`src/rtl/div_pkg.sv`:
```
// Shared types and helpers for the non-restoring divider.
// Build option: DIV_SIGNED_EN enables signed operation.
package div_pkg;

  typedef enum logic [1:0] {
    IDLE = 2'd0,
    CALC = 2'd1,
    FIX  = 2'd2
  } div_state_e;

  localparam int DIV_MAX_W = 64;

  function automatic logic [DIV_MAX_W-1:0] DIV_ZERO_Q(
    input int w
  );
    logic [DIV_MAX_W-1:0] m;
    m = '0;
    for (int i = 0; i < DIV_MAX_W; i++) begin
      if (i < w) m[i] = 1'b1;
    end
    return m;
  endfunction

endpackage

```
`src/rtl/div_nr_step.sv`:
```
// One non-restoring iteration: shift, then add or subtract
// the divisor depending on the sign of the partial remainder.
module div_nr_step #(
  parameter int WIDTH = 32
) (
  input  logic [WIDTH:0]   p,
  input  logic             q_msb,
  input  logic [WIDTH-1:0] d,
  output logic [WIDTH:0]   p_next,
  output logic             q_bit
);

  logic [WIDTH:0] sh;
  logic [WIDTH:0] dx;

  assign sh     = {p[WIDTH-1:0], q_msb};
  assign dx     = {1'b0, d};
  assign p_next = p[WIDTH] ? sh + dx : sh - dx;
  assign q_bit  = ~p_next[WIDTH];

endmodule

```
`src/rtl/div_nr_param.sv`:
```
// Multi-cycle non-restoring divider, one quotient bit per cycle.
// Define DIV_SIGNED_EN to honour sign_mode; otherwise unsigned only.
module div_nr_param
  import div_pkg::*;
#(
  parameter int WIDTH = 32,
  parameter int CNT_W = $clog2(WIDTH)
) (
  input  logic             clock,
  input  logic             reset,
  input  logic             start,
  input  logic             sign_mode,
  input  logic [WIDTH-1:0] dividend,
  input  logic [WIDTH-1:0] divisor,
  output logic [WIDTH-1:0] q,
  output logic [WIDTH-1:0] r,
  output logic             busy,
  output logic             done,
  output logic             dz
);

  localparam logic [CNT_W-1:0] LAST = CNT_W'(WIDTH - 1);

  div_state_e       state;
  logic [CNT_W-1:0] cnt;
  logic [WIDTH:0]   p;
  logic [WIDTH-1:0] qr;
  logic [WIDTH-1:0] d;
  logic             neg_q;
  logic             neg_r;

  logic             sgn;
  logic [WIDTH-1:0] a_mag;
  logic [WIDTH-1:0] b_mag;
  logic [WIDTH:0]   p_nxt;
  logic             q_bit;
  logic [WIDTH-1:0] rem_u;
  logic [WIDTH-1:0] q_out;
  logic [WIDTH-1:0] r_out;

`ifdef DIV_SIGNED_EN
  assign sgn = sign_mode;
`else
  logic unused_sign_mode;
  assign unused_sign_mode = sign_mode;
  assign sgn = 1'b0;
`endif

  assign a_mag = (sgn && dividend[WIDTH-1])
               ? -dividend : dividend;
  assign b_mag = (sgn && divisor[WIDTH-1])
               ? -divisor : divisor;

  div_nr_step #(
    .WIDTH (WIDTH)
  ) u_step (
    .p      (p),
    .q_msb  (qr[WIDTH-1]),
    .d      (d),
    .p_next (p_nxt),
    .q_bit  (q_bit)
  );

  // Final remainder lies in [0, d), so the add can wrap at WIDTH bits.
  assign rem_u = p[WIDTH] ? p[WIDTH-1:0] + d : p[WIDTH-1:0];
  assign q_out = neg_q ? -qr : qr;
  assign r_out = neg_r ? -rem_u : rem_u;

  always_ff @(posedge clock or negedge reset) begin
    if (!reset) begin
      state <= IDLE;
      cnt   <= '0;
      p     <= '0;
      qr    <= '0;
      d     <= '0;
      neg_q <= 1'b0;
      neg_r <= 1'b0;
      q     <= '0;
      r     <= '0;
      busy  <= 1'b0;
      done  <= 1'b0;
      dz    <= 1'b0;
    end else begin
      done <= 1'b0;
      unique case (state)
        IDLE: begin
          if (start) begin
            busy  <= 1'b1;
            dz    <= 1'b0;
            cnt   <= '0;
            p     <= '0;
            d     <= b_mag;
            neg_q <= sgn & (dividend[WIDTH-1] ^ divisor[WIDTH-1]);
            neg_r <= sgn & dividend[WIDTH-1];
            if (divisor == '0) begin
              // Raw dividend is kept for r; FIX lingers one extra cycle.
              dz    <= 1'b1;
              qr    <= dividend;
              cnt   <= CNT_W'(1);
              state <= FIX;
            end else begin
              qr    <= a_mag;
              state <= CALC;
            end
          end
        end
        CALC: begin
          p  <= p_nxt;
          qr <= {qr[WIDTH-2:0], q_bit};
          if (cnt == LAST) begin
            cnt   <= '0;
            state <= FIX;
          end else begin
            cnt <= cnt + 1'b1;
          end
        end
        FIX: begin
          if (cnt != '0) begin
            cnt <= cnt - 1'b1;
          end else begin
            busy  <= 1'b0;
            done  <= 1'b1;
            state <= IDLE;
            if (dz) begin
              q <= WIDTH'(DIV_ZERO_Q(WIDTH));
              r <= qr;
            end else begin
              q <= q_out;
              r <= r_out;
            end
          end
        end
        default: state <= IDLE;
      endcase
    end
  end

endmodule

```
`config.mk`:
```
export PLATFORM = sky130hd
export DESIGN_NAME = div_nr_param
export DESIGN_NICKNAME = d
export VERILOG_FILES = /design/src/rtl/div_pkg.sv /design/src/rtl/div_nr_step.sv /design/src/rtl/div_nr_param.sv
export SDC_FILE = /design/constraint.sdc
export NUM_CORES = 1
export LEC_CHECK = 0
export CAP_MARGIN = 20
export CORE_AREA = 2 2 155 157
export CTS_CLUSTER_SIZE = 10
export DETAILED_ROUTE_END_ITERATION = 10
export DIE_AREA = 0 0 157 159
export PLACE_DENSITY = 0.85
export SYNTH_ARGS = -nofsm -noshare
export SYNTH_HDL_FRONTEND = slang
export SYNTH_SLANG_ARGS = --single-unit
```
`constraint.sdc`:
```
create_clock -name clock -period 4.65 [get_ports clock]
set_clock_uncertainty 0.15 [all_clocks]
set_input_delay 0.93 -clock clock [delete_from_list [all_inputs] [get_ports clock]]
set_output_delay 0.93 -clock clock [all_outputs]
set_load 0.005 [all_outputs]
```
## Yosys cells after proc, flatten, opt, wreduce, memory -nomap -nowiden

Cells that the tools add are included.

| storage, ports and cells | value |
|---|---|
| bits in registers | 171 |
| input port bits | 68 |
| word-level logic and storage cells | 60 |

| operators by class | value |
|---|---|
| $add $sub $neg | 5 |
| equal/unequal tests | 7 |
| muxes and demuxes | 24 |
| bitwise operators | 2 |
| reductions and logical operators | 12 |

Operators with widths:

| cell | count |
|---|---|
| $mux 32 | 4 |
| $mux 33 | 2 |
| $pmux 33 s2 | 1 |
| $pmux 32 s2 | 1 |
| $add 33x32->33 | 1 |
| $sub 33x32->33 | 1 |
| $add 32x32->32 | 1 |
| $logic_not 32->1 | 1 |
| $mux 5 | 3 |
| $pmux 5 s3 | 1 |
| $reduce_and 3->1 | 3 |
| $mux 2 | 4 |
| $ne 2x2->1 const B | 4 |
| $mux 1 | 6 |
| $pmux 2 s3 | 1 |
| $reduce_and 2->1 | 3 |
| $add 5x1->5 const B | 1 |
| $eq 5x5->1 const B | 1 |
| $reduce_bool 5->1 | 1 |
| $sub 5x1->5 const B | 1 |
| $reduce_bool 2->1 | 2 |
| $reduce_bool 3->1 | 1 |
| $eq 2x1->1 const B | 1 |
| $eq 2x2->1 const B | 1 |
| other kinds (3) | 4 |

## Longest topological paths before layout

Gate-level depths: netlist of the first run.

| depth | value |
|---|---|
| word-level depth | 4 |
| depth in mapped cells | 19 |
| gate-level depth less buffers | 19 |

## Modules after synthesis

A second synthesis of the first run with hierarchy kept.

| unflattened totals | value |
|---|---|
| cell total of the unflattened synthesis | 1287 |
| area total of the unflattened synthesis | 11599.9 µm² |

Modules (own cells, without submodules):

| module | times used | cells each | area each (µm²) | sequential area each (µm²) |
|---|---|---|---|---|
| div_nr_param | 1 | 950 | 9253.9 | 4279.1 |
| div_nr_step | 1 | 337 | 2346.0 | 0.0 |

## Least setup slack after synthesis of the first run

OpenSTA, ideal clock, no wires.

| timing | value |
|---|---|
| kind | register to register |
| start point | register d[13] |
| end point | register p[32] |
| setup time | 118 ps |
| arrival time | 4081 ps |
| path slack | 301 ps |
| stages on the path, launching flop included | 16 |
| buffers on the path | 0 |
| period minus slack after synthesis | 4349 ps |
| path through | dfrtp_1 -> or3_1 -> or3_1 -> nor3_1 -> a21oi_1 -> xor2_1 -> ha_1 -> or2_2 -> and3_1 -> or4_1 -> a211oi_2 -> o21ai_1 -> a41oi_1 -> mux2i_1 -> nand3_1 -> a21o_1 |

| on the way | value |
|---|---|
| longest elaborated chain between the ends | 3 |

Ends and longest elaborated chain:

| element | line | text |
|---|---|---|
| from (decl) | div_nr_param.sv:28 | `logic [WIDTH-1:0] d;` |
| from (signal assigned) | div_nr_param.sv:92 | `d <= b_mag;` |
| $sub 33x32->33 / $add 33x32->33 (equally long branches) | div_nr_step.sv:18 | `assign p_next = p[WIDTH] ? sh + dx : sh - dx;` |
| $mux 33 * | div_nr_step.sv:18 |  |
| $pmux 33 s2 * | div_nr_param.sv:85 | `unique case (state)` |
| to (signal assigned) | div_nr_param.sv:108 | `p <= p_nxt;` |
| to (decl) | div_nr_param.sv:26 | `logic [WIDTH:0] p;` |

Mark *: on every way between the ends. The rest lies on a longest branch, timed or not.
A chain may end at the register's enable or synchronous reset.

## Worst setup path in the final report of the first run

| timing | value |
|---|---|
| start point | register d[13] |
| end point | register p[30] |

Same word-level chain as after synthesis.

==> summary.txt, run 1 <==
Run status
  – Status: finished clean

GRT
  – Pin count of the biggest net entering global routing: 94
  – GRT Util Overall: 25.8%
  – Initial antenna violation count: 0
  – Vias in the first global route: 10135
  – First-pass GRT wire length: 52000 um
  – Overflow after GRT: 0

Power
  – Peak supply drop: 0.362 mV
  – Power Density: 848 nW/um^2
  – Leak Pwr: 0.00622 uW

STA
  – Final Setup Violations: 0
  – Hold Vio Cnt, Final: 0
  – Fin crit share: 95.1%
  – Crit path time final: 4420 ps
  – TNS Setup: 0 ps
  – RSZ-0062 raised after global routing: false
  – Slew Limit Headroom: 38.4%
  – Slew Viols, Final: 0
  – Worst-Margin Slew: 924 ps
  – Fmax achieved: 226 MHz

Clock tree
  – H-tree depth: 4
  – Clk slew on worst S/H paths: 80 ps
  – Hold buffer count at cts: 0
  – CTS Sinks: 171
  – Clk root buf: clkbuf_16
  – Clk buf depth: 2
  – Cts bufs inserted: 17
  – Worst-Skew Late Latency: 440 ps
  – CTS tree: done

Setup path
  – CP Data Required Time: 4830 ps
  – Critical path, cell by cell: or3_1 > or3_1 > buf_4 > nor2_1 > o21a_1 > xnor2_1 > ha_1 > a211o_1 > and3_1 > or4_1 > a211oi_2 > o21ai_1 > a21o_1 > a211o_1 > a32o_1
  – Critical path's slowest cell: or4_1
  – CP arrival: 4610 ps
  – CP Buf/Inv Count: 1
  – Top delay family on crit path: compound AO/OA/AOI/OAI gates
  – Worst Setup End Kind: register
  – Crit path kind: reg2reg
  – CP max stage delay: 560 ps
  – Startpoint Class: register
  – Worst-path fanout max: 4

Cells and area
  – Layout area overhead: 20.0%
  – Nets: 1579
  – Layout cells sized above 1: 8.62%
  – Multi-input logic area: 6890 um^2
  – Fin area: 13800 um^2
  – Register area: 4280 um^2
  – Filler cells: 1931
  – Fin cells: 1769
  – Inserted Diodes: 0

Floorplan
  – I/O pin count: 135
  – Die W: 157 um
  – Die Area: 25000 um^2
  – Initial Utilization: 49.6%
  – Rows: 56
  – Core area: 23200 um^2
  – Die height: 159 um

Route
  – Post-Route WL: 31500 um
  – Antenna-violating nets left: 0
  – Via count: 10393
  – DRT Pass-1 Iters: 7
  – Vias/cell: 5.88
  – DRC: 0
  – DR WL/cell: 17.8 um
  – Drt first-iter violations: 916

Synth
  – Synth area leader: dfrtp_1
  – Synth area leaders: dfrtp_1, ha_1, o21ai_0
  – Seq/Total Area, Yosys: 37.2%
  – Main flop type after synthesis: dfrtp_1
  – Post-synth top cells: nand2_1, dfrtp_1, o21ai_0
  – Synth top area share: 37.2%
  – Post-synth EDFFs: 0
  – Synthesized area: 11500 um^2
  – Mapped Nets: 1467
  – Top-count cell post-synth: nand2_1
  – Count of different cell masters after synthesis: 69
  – Yosys warns: 0
  – Async SR Flop Fraction: 100%
  – Average cell area after synthesis: 8.69 um^2
  – Cells after synthesis: 1325
  – Register bit count reported by yosys: 171

Min path
  – Worst hold path class: reg2reg

Run
  – MaxCap Viol Count: 0

Place
  – Placed cell count: 1737
  – PortBufs: 133
  – DP Wirelength: 23500 um
  – Cell Area, Placed: 13200 um^2
  – Gpl congestion: 0.953
-- registers in the layout, indices dropped and copies added (netlist names) --
register / count
d: 32
r: 32
q: 32
dz: 1
done: 1
p: 33
state: 2
qr: 32
cnt: 5
busy: 1
-- worst min-delay path: stages (launching register included) --
cell	delay, ps
dfrtp_1	340
nand2_1	50
nand2_1	50
-- layout by cell type, fill, tap and decap left out, drive strengths merged, types with 5 or more instances in the layout --
cell	n
nand4	10
and4	5
nor2	93
a31o	5
or3	11
clkbuf	18
nand2b	9
o21ai	164
a22o	7
o21a	9
ha	72
nor4	15
nand3	12
a21o	30
o211ai	6
clkdlybuf4s50	132
nor3	18
mux2	40
inv	38
buf	29
xnor2	40
o31ai	5
and3	12
clkinv	6
dfrtp	171
mux2i	49
nor2b	8
a31oi	13
xor2	44
a211oi	18
a21oi	86
a41oi	5
nand2	209
-- report_power, final --
part / total, uW / switching [uW] / internal, uW
Sequential: 2970 / 807 / 2160
Combinational: 7340 / 4060 / 3280
Clock: 1410 / 681 / 730
-- logic make-up (layout without fill, tap and decap cells) --
group	Yosys count	after routing	synth area share (%)
compound gates	390	390	20.5
xor+xnor	84	84	6.46
fa+ha+maj	74	74	8.17
buf+inv	100	225	3.30
flops	171	171	37.2
mux	89	89	8.17
simple gates	417	417	16.2
-- area by class of cell --
| cell class | instances | share of cell area, % |
|---|---|---|
| Clock buffer | 18 | 3.18 |
| Clock inverter | 14 | 1.07 |
| Inverter | 32 | 0.869 |
| Multi-Input combinational cell | 1054 | 49.8 |
| Sequential cell | 171 | 31.0 |
| Tap cell | 319 | 2.89 |
| Timing Repair Buffer | 161 | 11.2 |
-- metrics by stage --
stage / setup WS [ps] / utilization (%) / total power, uW / hold slack [ps]
2_1_floorplan: 301 / - / 8030 / 313
3_3_place_gp: 204 / 57.0 / 9910 / 300
3_5_place_dp: 135 / 57.0 / 10100 / 306
4_1_cts: 119 / 59.5 / 11600 / 323
5_1_grt: 33.0 / 59.6 / 12700 / 332
6_report: 228 / 59.6 / 11700 / 318
-- layer usage --
layer / global-route usage, % / vias to the layer above / part of all wire [%]
met5: 0 / - / 0
met4: 8.01 / 0 / 2.8
met3: 3.81 / 61 / 7.3
met2: 41.5 / 423 / 46
met1: 35.9 / 4934 / 44
li1: - / 4975 / -
-- path summary, 6_finish.rpt --
check / endpoint / cells past startpoint / startpoint / slack (ps)
min in group asynchronous: p[0] / 1 / reset / 410
worst max register to register: p[30] / 15 / d[13] / 230
worst min register to register: q[10] / 2 / q[10] / 320
max in group asynchronous: r[21] / 2 / reset / 2960
worst max-delay path: p[30] / 15 / d[13] / 230
worst min-delay path: q[10] / 2 / q[10] / 320
-- what timing repair did --
action | CTS | global route
endpoints found under the setup margin | 0 | 3
gates resized for setup | 0 | 3
buffers inserted | 0 | 0
Note: power is estimated with default switching activity, not from simulation.
==> run 2: changes to the inputs <==
--- a/config.mk
+++ b/config.mk
@@ -11,6 +11,7 @@
 export DETAILED_ROUTE_END_ITERATION = 10
 export DIE_AREA = 0 0 157 159
 export PLACE_DENSITY = 0.85
+export SLEW_MARGIN = 20
 export SYNTH_ARGS = -nofsm -noshare
 export SYNTH_HDL_FRONTEND = slang
 export SYNTH_SLANG_ARGS = --single-unit
==> results of run 2 <==
No change in the layout: final DEF, timing and power equal those of run 1.
